File: src/rtl/uart_rx.sv
// 8N1 UART receiver: 2-flop synchroniser, mid-bit sampling, one-cycle strobes.
// Define UART_RX_PARITY_EN to receive 8E1 frames and report parity_err.
module uart_rx #(
  parameter int unsigned CLK_FREQ = 12000000,
  parameter int unsigned BAUD     = 115200
) (
  input  logic       clk,
  input  logic       rst,
  input  logic       rx,
  output logic [7:0] rx_data,
  output logic       rx_valid,
  output logic       rx_busy,
  output logic       frame_err,
  output logic       parity_err
);

  localparam int unsigned CLKS_PER_BIT = CLK_FREQ / BAUD;
  localparam int unsigned HALF_BIT     = CLKS_PER_BIT / 2;
  localparam int unsigned CNT_W        = $clog2(CLKS_PER_BIT);

  typedef enum logic [2:0] {
    S_IDLE,
    S_START,
    S_DATA,
`ifdef UART_RX_PARITY_EN
    S_PARITY,
`endif
    S_STOP
  } state_e;

  state_e             state_q, state_d;
  logic [1:0]         sync_q, sync_d;
  logic [CNT_W-1:0]   clk_cnt_q, clk_cnt_d;
  logic [2:0]         bit_idx_q, bit_idx_d;
  logic [7:0]         shift_q, shift_d;
  logic [7:0]         rx_data_q, rx_data_d;
  logic               rx_valid_q, rx_valid_d;
  logic               rx_busy_q, rx_busy_d;
  logic               frame_err_q, frame_err_d;
  logic               rx_s;
  logic               bit_end;
  logic               half_end;
`ifdef UART_RX_PARITY_EN
  logic               par_bit_q, par_bit_d;
  logic               parity_err_q, parity_err_d;
`endif

  assign rx_s     = sync_q[1];
  assign bit_end  = (clk_cnt_q == CNT_W'(CLKS_PER_BIT - 1));
  assign half_end = (clk_cnt_q == CNT_W'(HALF_BIT - 1));

  always_ff @(posedge clk) begin
    if (rst) begin
      state_q     <= S_IDLE;
      sync_q      <= 2'b11;
      clk_cnt_q   <= '0;
      bit_idx_q   <= '0;
      shift_q     <= '0;
      rx_data_q   <= '0;
      rx_valid_q  <= 1'b0;
      rx_busy_q   <= 1'b0;
      frame_err_q <= 1'b0;
`ifdef UART_RX_PARITY_EN
      par_bit_q    <= 1'b0;
      parity_err_q <= 1'b0;
`endif
    end else begin
      state_q     <= state_d;
      sync_q      <= sync_d;
      clk_cnt_q   <= clk_cnt_d;
      bit_idx_q   <= bit_idx_d;
      shift_q     <= shift_d;
      rx_data_q   <= rx_data_d;
      rx_valid_q  <= rx_valid_d;
      rx_busy_q   <= rx_busy_d;
      frame_err_q <= frame_err_d;
`ifdef UART_RX_PARITY_EN
      par_bit_q    <= par_bit_d;
      parity_err_q <= parity_err_d;
`endif
    end
  end

  always_comb begin
    state_d     = state_q;
    sync_d      = {sync_q[0], rx};
    clk_cnt_d   = clk_cnt_q;
    bit_idx_d   = bit_idx_q;
    shift_d     = shift_q;
    rx_data_d   = rx_data_q;
    rx_valid_d  = 1'b0;
    frame_err_d = 1'b0;
`ifdef UART_RX_PARITY_EN
    par_bit_d    = par_bit_q;
    parity_err_d = 1'b0;
`endif

    case (state_q)
      S_IDLE: begin
        clk_cnt_d = '0;
        bit_idx_d = '0;
        if (!rx_s) state_d = S_START;
      end
      S_START: begin
        // Re-check the line at mid start bit to reject short glitches
        if (half_end) begin
          clk_cnt_d = '0;
          state_d   = rx_s ? S_IDLE : S_DATA;
        end else begin
          clk_cnt_d = clk_cnt_q + CNT_W'(1);
        end
      end
      S_DATA: begin
        if (bit_end) begin
          clk_cnt_d = '0;
          shift_d   = {rx_s, shift_q[7:1]};
          if (bit_idx_q == 3'd7) begin
`ifdef UART_RX_PARITY_EN
            state_d = S_PARITY;
`else
            state_d = S_STOP;
`endif
          end else begin
            bit_idx_d = bit_idx_q + 3'd1;
          end
        end else begin
          clk_cnt_d = clk_cnt_q + CNT_W'(1);
        end
      end
`ifdef UART_RX_PARITY_EN
      S_PARITY: begin
        if (bit_end) begin
          clk_cnt_d = '0;
          par_bit_d = rx_s;
          state_d   = S_STOP;
        end else begin
          clk_cnt_d = clk_cnt_q + CNT_W'(1);
        end
      end
`endif
      S_STOP: begin
        // Leave at the stop-bit midpoint to keep half a bit of slack
        if (bit_end) begin
          clk_cnt_d = '0;
          state_d   = S_IDLE;
          if (!rx_s) begin
            frame_err_d = 1'b1;
`ifdef UART_RX_PARITY_EN
          end else if (par_bit_q != ^shift_q) begin
            parity_err_d = 1'b1;
`endif
          end else begin
            rx_data_d  = shift_q;
            rx_valid_d = 1'b1;
          end
        end else begin
          clk_cnt_d = clk_cnt_q + CNT_W'(1);
        end
      end
      default: state_d = S_IDLE;
    endcase

    rx_busy_d = (state_d != S_IDLE);
  end

  assign rx_data   = rx_data_q;
  assign rx_valid  = rx_valid_q;
  assign rx_busy   = rx_busy_q;
  assign frame_err = frame_err_q;
`ifdef UART_RX_PARITY_EN
  assign parity_err = parity_err_q;
`else
  assign parity_err = 1'b0;
`endif

endmodule

File: config.mk
export PLATFORM = sky130hd
export DESIGN_NAME = uart_rx
export DESIGN_NICKNAME = d
export VERILOG_FILES = /design/src/rtl/uart_rx.sv
export SDC_FILE = /design/constraint.sdc
export NUM_CORES = 1
export LEC_CHECK = 0
export ABC_AREA = 1
export CAP_MARGIN = 5
export CORE_MARGIN = 2
export CORE_UTILIZATION = 30
export CTS_BUF_LIST = sky130_fd_sc_hd__clkbuf_16
export DETAILED_ROUTE_END_ITERATION = 16
export GPL_TIMING_DRIVEN = 0
export SLEW_MARGIN = 40
export SYNTH_ARGS = -nofsm -noshare
export SYNTH_HDL_FRONTEND = slang
export SYNTH_SLANG_ARGS = --single-unit
export TNS_END_PERCENT = 1
File: constraint.sdc
create_clock -name clk -period 2.25 [get_ports clk]
set_clock_uncertainty 0.05 [all_clocks]
set_input_delay 0.225 -clock clk [delete_from_list [all_inputs] [get_ports clk]]
set_output_delay 0.225 -clock clk [all_outputs]
set_load 0.02 [all_outputs]
Word level (Yosys, flattened, before mapping)
Cells that the tools add are included.
{ "word_totals": {"inputBits": 3, "regBits": 34, "elab_cells": 45, "output_inout_bits": 12} }
{ "op_classes": {"reduce_logical": 9, "mux": 15, "n_eq_ne": 8, "bitwise": 2, "n_addsub": 2} }
{ "ops": {"columns": ["op", "count"], "rows": [
  ["3-bit 2-to-1 mux", 7],
  ["7-bit one-hot mux with 3 select lines", 1],
  ["7-bit 2-to-1 mux", 2],
  ["3-bit one-hot mux with 4 select lines", 1],
  ["7-bit by 1-bit adder with 7-bit output, second input constant", 1],
  ["7-bit by 6-bit == test with 1-bit output, second input constant", 1],
  ["7-bit == test, second input constant", 1],
  ["3-bit by 2-bit == test with 1-bit output, second input constant", 2],
  ["3-bit one-hot mux with 2 select lines", 1],
  ["3-bit AND reduction", 2],
  ["3-bit nonzero test", 2],
  ["2-bit inequality test, second input constant", 2],
  ["3-bit by 1-bit adder with 3-bit output, second input constant", 1],
  ["3-bit by 1-bit == test with 1-bit output, second input constant", 1],
  ["3-bit == test, second input constant", 1],
  ["3-bit logical NOT", 1],
  ["3-bit OR reduction", 1],
  ["1-bit 2-to-1 mux", 2],
  ["2-bit 2-to-1 mux", 1],
  ["1-bit NOT", 2],
  ["2-bit AND reduction", 1],
  ["2-bit nonzero test", 1],
  ["2-bit OR reduction", 1]
]} }

Depth between registers and ports, before layout
Gate-level depths: netlist (run 1).
{ "depth": {"word_depth": 5, "depth_mapped": 10, "ltp_nobuf": 10} }

Least setup slack after synthesis (run 1)
OpenSTA, ideal clock, no wires.
{ "synth_path": {"kind": "register -> register", "from": "register clk_cnt_q[0]", "to": "register bit_idx_q[1]", "setup_ns": 0.070, "slack_ns": 0.921, "t_required_ns": 2.130, "stages_incl_launch_ff": 9, "period_less_slack_ns": 1.329, "n_path_buf": 1, "arrival_time_ns": 1.210, "path_cell_list": "dfxtp_1 ha_1 nand2_1 inv_1 nand3_4 nor2_4 buf_6 nand3_1 a21oi_1"} }
{ "synth_between": {"elab_chain_len": 3} }
{ "synth_lines": {"columns": ["element", "line_no", "rtl"], "rows": [
  ["from (decl)", "33", "logic [CNT_W-1:0] clk_cnt_q, clk_cnt_d;"],
  ["from (signal assigned)", "70", "clk_cnt_q <= clk_cnt_d;"],
  ["7-bit == test", "49", "assign bit_end = (clk_cnt_q == CNT_W'(CLKS_PER_BIT - 1));"],
  ["2-bit inequality test (no line)", null, null],
  ["3-bit AND reduction (no line)", null, null],
  ["to (signal assigned)", "71", "bit_idx_q <= bit_idx_d;"],
  ["to (decl)", "34", "logic [2:0] bit_idx_q, bit_idx_d;"]
]} }
No other way between the ends.
A chain may end at the register's enable or synchronous reset.

Final worst setup path (run 1)
{ "layout_path": {"from": "register clk_cnt_q[0]", "to": "register rx_data_q[1] (netlist: rx_data[1])"} }
{ "layout_between": {"elab_chain_len": 2} }
{ "layout_lines": {"columns": ["element", "line_no", "rtl"], "rows": [
  ["7-bit == test", "49", null],
  ["3-bit AND reduction (no line)", null, null],
  ["to (signal assigned)", "73", "rx_data_q <= rx_data_d;"],
  ["to (decl)", "36", "logic [7:0] rx_data_q, rx_data_d;"]
]} }
No other way between the ends.

==> metrics.md, run 1 <==
| Metric | Value |
|---|---|
| Top_reg_cell synth | `dfxtp_1` |
| Post-route DRC | `0` |
| Crit path DAT | `1.65 ns` |
| CP Launch Type | `register` |
| CTS Buffer Depth | `2` |
| CP peak stage delay | `0.36 ns` |
| Via count | `1196` |
| Most frequent cells in the layout | `nor2_1 (40), dfxtp_1 (34), nand2_1 (30), inv_1 (19), o21ai_0 (18)` |
| Int Pwr | `1250 µW` |
| Final setup TNS | `0 ns` |
| Maximum number of pins on one net before global-route repair | `13` |
| #FFs+latches synth | `34` |
| RSZ-0062 raised after global routing | `no` |
| Antenna cells | `0` |
| Syn Area/Cell | `7.55 µm²` |
| Worst path cell trace | `ha_1, nand3_1, nor2_2, nand3_2, o21ai_0, nor2_1` |
| Die Wd | `74.2 µm` |
| PostCTS Resize Cnt | `0` |
| Category of the most critical setup path | `reg -> reg` |
| Port bufs | `12` |
| Vias in the first global route | `1074` |
| Static Leak | `0.000845 µW` |
| Max FO, Critical Path | `10` |
| WL/cell | `9.67 µm` |
| Post-route cell area | `1880 µm²` |
| Clock Latency Late Sink | `0.27 ns` |
| Clock network power share | `57.7%` |
| Commonest non-fill, non-tap cell in the layout | `nor2_1` |
| Number of flops mapped to enable cells by yosys | `0` |
| H-tree Lvls | `2` |
| Setup-failing EPs final | `0` |
| Max cap viols | `0` |
| Power per cell area | `811 nW/µm²` |
| DRT antenna net count | `0` |
| Synth-to-layout area growth | `27.1%` |
| CORE AREA | `4750 µm²` |
| Switching share of power | `17.8%` |
| Final #Nets | `222` |
| DR pass1 iterations | `4` |
| Iter 0 DRT Violations | `72` |
| Non-filler cells, final | `284` |
| Routed Wire Length | `2750 µm` |
| First-pass GRT wire length | `4860 µm` |
| I/O pins | `15` |
| Seq pwr share | `40.1%` |
| CP Capture Type | `register` |
| Post-Place Cell Area | `1690 µm²` |
| Antenna violations before repair | `0` |
| Num CTS Buffers | `5` |
| Path type of the worst min-delay path | `in -> reg` |
| Clk pin slew, worst setup/hold paths | `0.05 ns` |
| Netlist cell types | `29` |
| Post-DP HPWL | `1950 µm` |
| Status | `complete, no violations` |
| DP Cell Count | `276` |
| Yosys warning count | `0` |
| GPL Wtd Cong | `0.820` |
| Post-layout minimum cycle time | `1.53 ns` |
| Die ar. | `5510 µm²` |
| Psw | `272 µW` |
| Mapped cell area | `1480 µm²` |
| Root buffer cell | `clkbuf_16` |
| Comb pwr share | `2.2%` |
| Final cycle utilization of the critical path | `68.2%` |
| Cell Rows | `25` |
| GRT Total Usage | `11.6%` |
| Die Y | `74.2 µm` |
| Post-synthesis async set-or-reset flop share | `0%` |
| CTS tree | `done` |
| CTS Hold Bufs | `0` |
| Setup bufs post-CTS | `0` |
| Fin. Hold Viols | `0` |
| Fmax | `652 MHz` |
| Slew Viols, Final | `0` |
| Global route total overflow | `0` |
| Clock sink count | `34` |
| Req. time, crit path | `2.37 ns` |
| Initial Util | `31.1%` |
| Layout cells sized above 1 | `14.3%` |
| Syn Inst Count | `196` |
| Vias per inst | `4.21` |
| Max stage delay cell, worst path | `dfxtp_1` |
| Worst IR Drop VDD | `0.331 mV` |
| Sequential fraction of the synthesis area | `46.0%` |
-- registers in the layout (all words and copies together), names as in the netlist, 2 cells and up --
signal / cells
state_q: 3
sync_q: 2
shift_q: 8
bit_idx_q: 3
clk_cnt_q: 7
rx_data: 8
-- cells in the mapped netlist (3+ instances only) --
master,number,area (µm²)
nor2_1,40,150
a21oi_1,8,40.0
nand3_1,12,60.1
nor2_2,4,25.0
nand2_1,30,113
ha_1,3,37.5
inv_2,5,18.8
o21ai_0,18,90.1
dfxtp_1,34,681
inv_1,19,71.3
-- stage by stage --
stage	power [µW]	setup WS (ns)	hold WS (ns)	util (%)
final	1530	0.716	0.215	39.6
after detailed placement	659	0.701	0.353	35.5
after global placement	658	0.734	0.342	35.5
after global routing	1580	0.487	0.252	39.6
after floorplan	648	0.921	0.279	-
after CTS	1540	0.696	0.224	39.6
-- worst max-delay path: cells and delay by family, from the launching register on --
kind	cells	cell delay, ns
AOI/OAI and AO/OA	1	0.23
DFF	1	0.36
and+or+nand+nor	4	0.55
adders and majority gates	1	0.23
-- final timing paths --
path,endpoint,start,cells after the start,slack [ns]
hold reg to reg,sync_q[1]$_SDFF_PP1_,sync_q[0]$_SDFF_PP1_,1,0.36
setup / recovery,rx_data[1]$_SDFFE_PP0P_,clk_cnt_q[0]$_SDFFE_PP0P_,6,0.72
setup reg to reg,rx_data[1]$_SDFFE_PP0P_,clk_cnt_q[0]$_SDFFE_PP0P_,6,0.72
hold / removal,rx_valid$_SDFF_PP0_,rst,2,0.21
-- metal layers --
layer | GRT usage, % | routed length, µm | up-vias
li1 | - | - | 657
met1 | 15.3 | 1400 | 509
met2 | 17.6 | 1180 | 26
met3 | 3.25 | 112 | 4
met4 | 5.36 | 56 | 0
met5 | 0 | 0 | -
-- final cells by class --
cell class | instances | area (µm²)
buffer | 5 | 31.3
clock buffer | 5 | 125
clock inverter | 3 | 68.8
fill | 511 | 2870
inverter | 24 | 90.1
multi-input combinational | 134 | 682
sequential | 34 | 681
tap | 67 | 83.8
timing repair buffer | 12 | 120
-- power by group through the flow --
stage	combinational (µW)	clock (µW)	sequential, µW
after floorplan	24.2	0	624
after detailed placement	34.4	0	624
after global routing	39.0	925	612
after CTS	34.5	898	611
final	33.8	881	611
after global placement	34.3	0	624
-- logic make-up (layout without fill, tap and decap cells) --
family | Yosys count | in the layout | share of synthesized area [%]
and+or+nand+nor | 99 | 99 | 32.3
DFF | 34 | 34 | 46.0
AOI/OAI and AO/OA | 30 | 30 | 10.7
buffers and inverters | 29 | 49 | 8.20
adders and majority gates | 3 | 3 | 2.54
other | 1 | 2 | 0.253
Note: power is estimated with default switching activity, not from simulation.
==> inputs of run 2 (changes only) <==
==> constraint.sdc (replaced) <==
create_clock -name clk -period 1.3 [get_ports clk]
set_clock_uncertainty 0.05 [all_clocks]
set_input_delay 0.13 -clock clk [delete_from_list [all_inputs] [get_ports clk]]
set_output_delay 0.13 -clock clk [all_outputs]
set_load 0.02 [all_outputs]
==> run 2 against run 1 <==
Net effect: final area increased by 4.1%; sequential power increased by 73%; the run now ends with setup timing left; via count increased by 2.9%; first-iteration DRC count increased by 24%; non-clock buffer count increased by 5.
==> metrics.md, run 2 (synthesis results as in run 1) <==
| Metric | Value |
|---|---|
| Static Leak | `0.000906 µW (was 0.000845 µW)` |
| I/O pins | `15 (unchanged)` |
| Maximum number of pins on one net before global-route repair | `13 (unchanged)` |
| Commonest non-fill, non-tap cell in the layout | `nor2_1 (unchanged)` |
| Clock sink count | `34 (unchanged)` |
| Iter 0 DRT Violations | `89 (was 72)` |
| Reg-to-Reg Start | `clk_cnt_q[0]$_SDFFE_PP0P_ (unchanged)` |
| Hold path start | `rst (unchanged)` |
| Port bufs | `12 (unchanged)` |
| Setup WS post-layout | `-0.119 ns (was 0.716 ns)` |
| Fmax | `705 MHz (was 652 MHz)` |
| WL/cell | `9.78 µm (was 9.67 µm)` |
| Post-Place Cell Area | `1700 µm² (was 1690 µm²)` |
| Post-DP HPWL | `1900 µm (was 1950 µm)` |
| Final setup TNS | `-1.15 ns (was 0 ns)` |
| Category of the most critical setup path | `reg -> reg (unchanged)` |
| Slew Viols, Final | `0 (unchanged)` |
| Top delay family on crit path | `simple AND/OR/NAND/NOR gates (unchanged)` |
| Post-layout minimum cycle time | `1.42 ns (was 1.53 ns)` |
| H-tree Lvls | `2 (unchanged)` |
| CTS tree | `done (unchanged)` |
| CP peak stage delay | `0.36 ns (about the same)` |
| M3 GR Usage | `3.66% (was 3.25%)` |
| Top Usage Layer GRT | `met2 (unchanged)` |
| Clk pin slew, worst setup/hold paths | `0.05 ns (about the same)` |
| Post-route cell area | `1960 µm² (was 1880 µm²)` |
| Hold endpoint | `clk_cnt_q[5]$_SDFFE_PP0P_ (was rx_valid$_SDFF_PP0_)` |
| Post-route DRC | `0 (unchanged)` |
| Path type of the worst min-delay path | `in -> reg (unchanged)` |
| Final cycle utilization of the critical path | `109% (was 68.2%)` |
| R2r setup slk | `-0.12 ns (was 0.72 ns)` |
| Vias in the first global route | `1034 (was 1074)` |
| Failing checks | `setup timing` |
| Fin. Hold Viols | `0 (unchanged)` |
| Vias per inst | `4.26 (was 4.21)` |
| CP Launch Type | `register (unchanged)` |
| GRT Total Usage | `11.1% (was 11.6%)` |
| Synth-to-layout area growth | `32.4% (was 27.1%)` |
| Fin util | `41.2% (was 39.6%)` |
| CORE AREA | `4750 µm² (unchanged)` |
| Via count | `1231 (was 1196)` |
| Status | `finished, violations left (was complete, no violations)` |
| Place WS | `-0.133 ns (was 0.701 ns)` |
| Clock Latency Late Sink | `0.28 ns (was 0.27 ns)` |
| RR Endpoint | `bit_idx_q[0]$_SDFFE_PP0P_ (was rx_data[1]$_SDFFE_PP0P_)` |
| Routed Wire Length | `2830 µm (was 2750 µm)` |
| Crit path buffers/inverters | `2 (was 0)` |
| Antenna cells | `0 (unchanged)` |
| Max cap viols | `0 (unchanged)` |
| Die Wd | `74.2 µm (unchanged)` |
| Die ar. | `5510 µm² (unchanged)` |
| Most frequent cells in the layout | `nor2_1 (39), dfxtp_1 (31), nand2_1 (26), inv_1 (17), dlygate4sd2_1 (11) (was nor2_1 (40), dfxtp_1 (34), nand2_1 (30), inv_1 (19), o21ai_0 (18))` |
| RSZ-0062 raised after global routing | `yes (was no)` |
| Met1 track demand over resource | `14.2% (was 15.3%)` |
| GPL Wtd Cong | `0.790 (was 0.820)` |
| Global route total overflow | `0 (unchanged)` |
| Root buffer cell | `clkbuf_16 (unchanged)` |
| Max FO, Critical Path | `5 (was 10)` |
| Met2 Use GR | `17.2% (was 17.6%)` |
| Die Y | `74.2 µm (unchanged)` |
| CP Capture Type | `register (unchanged)` |
| Final #Nets | `227 (was 222)` |
| Antenna violations before repair | `0 (unchanged)` |
| Power per cell area | `1250 nW/µm² (was 811 nW/µm²)` |
| Cell Rows | `25 (unchanged)` |
| Worst IR Drop VDD | `0.566 mV (was 0.331 mV)` |
| CTS Buffer Depth | `2 (unchanged)` |
| DRT antenna net count | `0 (unchanged)` |
| Max stage delay cell, worst path | `dfxtp_4 (was dfxtp_1)` |
| Req. time, crit path | `1.46 ns (was 2.37 ns)` |
| DR pass1 iterations | `4 (unchanged)` |
| Crit path DAT | `1.58 ns (was 1.65 ns)` |
| Initial Util | `31.1% (unchanged)` |
| Setup-failing EPs final | `24 (was 0)` |
| Worst hold path stage count | `2 (unchanged)` |
| Layout cells sized above 1 | `22.1% (was 14.3%)` |
| Num CTS Buffers | `5 (unchanged)` |
| Worst path cell trace | `ha_4, nand2_2, inv_2, nand3_4, nor2_4, buf_6, nand2_2, nand2_1, nand2_1, nor2_1 (was ha_1, nand3_1, nor2_2, nand3_2, o21ai_0, nor2_1)` |
| First-pass GRT wire length | `4670 µm (was 4860 µm)` |
| Reg2reg path depth | `10 (was 6)` |
-- run 2: final cells by class --
type / instances / area (µm²)
clock buffer: 5 / 125
sequential: 34 / 689
buffer: 5 / 31.3
multi-input combinational: 134 / 742
clock inverter: 3 / 45.0
fill: 493 / 2800
inverter: 24 / 97.6
tap: 67 / 83.8
timing repair buffer: 17 / 145
-- run 2: report_power, final --
part           internal, µW  switching [µW]  leakage (µW)
registers              1050            9.84      0.000276
clock network           902             427     0.0000760
logic                  23.7            40.9      0.000554
total                  1970             478      0.000906
-- run 2: stage by stage --
step,instances,hold WS [ns],power [µW]
2_1_floorplan,197,0.184,1120
3_3_place_gp,276,0.342,1140
3_5_place_dp,276,0.343,1140
4_1_cts,284,0.114,2480
5_1_grt,289,0.146,2530
6_report,289,0.116,2450
-- run 2: timing repair --
item / in CTS / in global routing
setup endpoints to repair: 38 / 29
setup buffers: 0 / 4
resized for setup: 24 / 15
hold buffers: 0 / 0
gates cloned: 0 / 1
pin swaps: 5 / 7
-- run 2: routing by layer --
metal | vias to the layer above | wire length (µm)
li1 | 672 | -
met1 | 535 | 1390
met2 | 19 | 1290
met3 | 5 | 100
met4 | 0 | 45
met5 | - | 0
-- run 2: worst max-delay path by stage --
stage	startpoint	to	slack, ns	depth (start not counted)
2_1_floorplan	clk_cnt_q[1]$_SDFFE_PP0P_	bit_idx_q[1]$_SDFFE_PP0P_	0.04	8
3_3_place_gp	clk_cnt_q[1]$_SDFFE_PP0P_	rx_data[4]$_SDFFE_PP0P_	-0.13	6
3_5_place_dp	clk_cnt_q[1]$_SDFFE_PP0P_	rx_data[4]$_SDFFE_PP0P_	-0.13	6
4_1_cts	clk_cnt_q[1]$_SDFFE_PP0P_	bit_idx_q[2]$_SDFFE_PP0P_	-0.05	8
5_1_grt	clk_cnt_q[0]$_SDFFE_PP0P_	bit_idx_q[0]$_SDFFE_PP0P_	-0.22	10
6_report	clk_cnt_q[0]$_SDFFE_PP0P_	bit_idx_q[0]$_SDFFE_PP0P_	-0.12	10
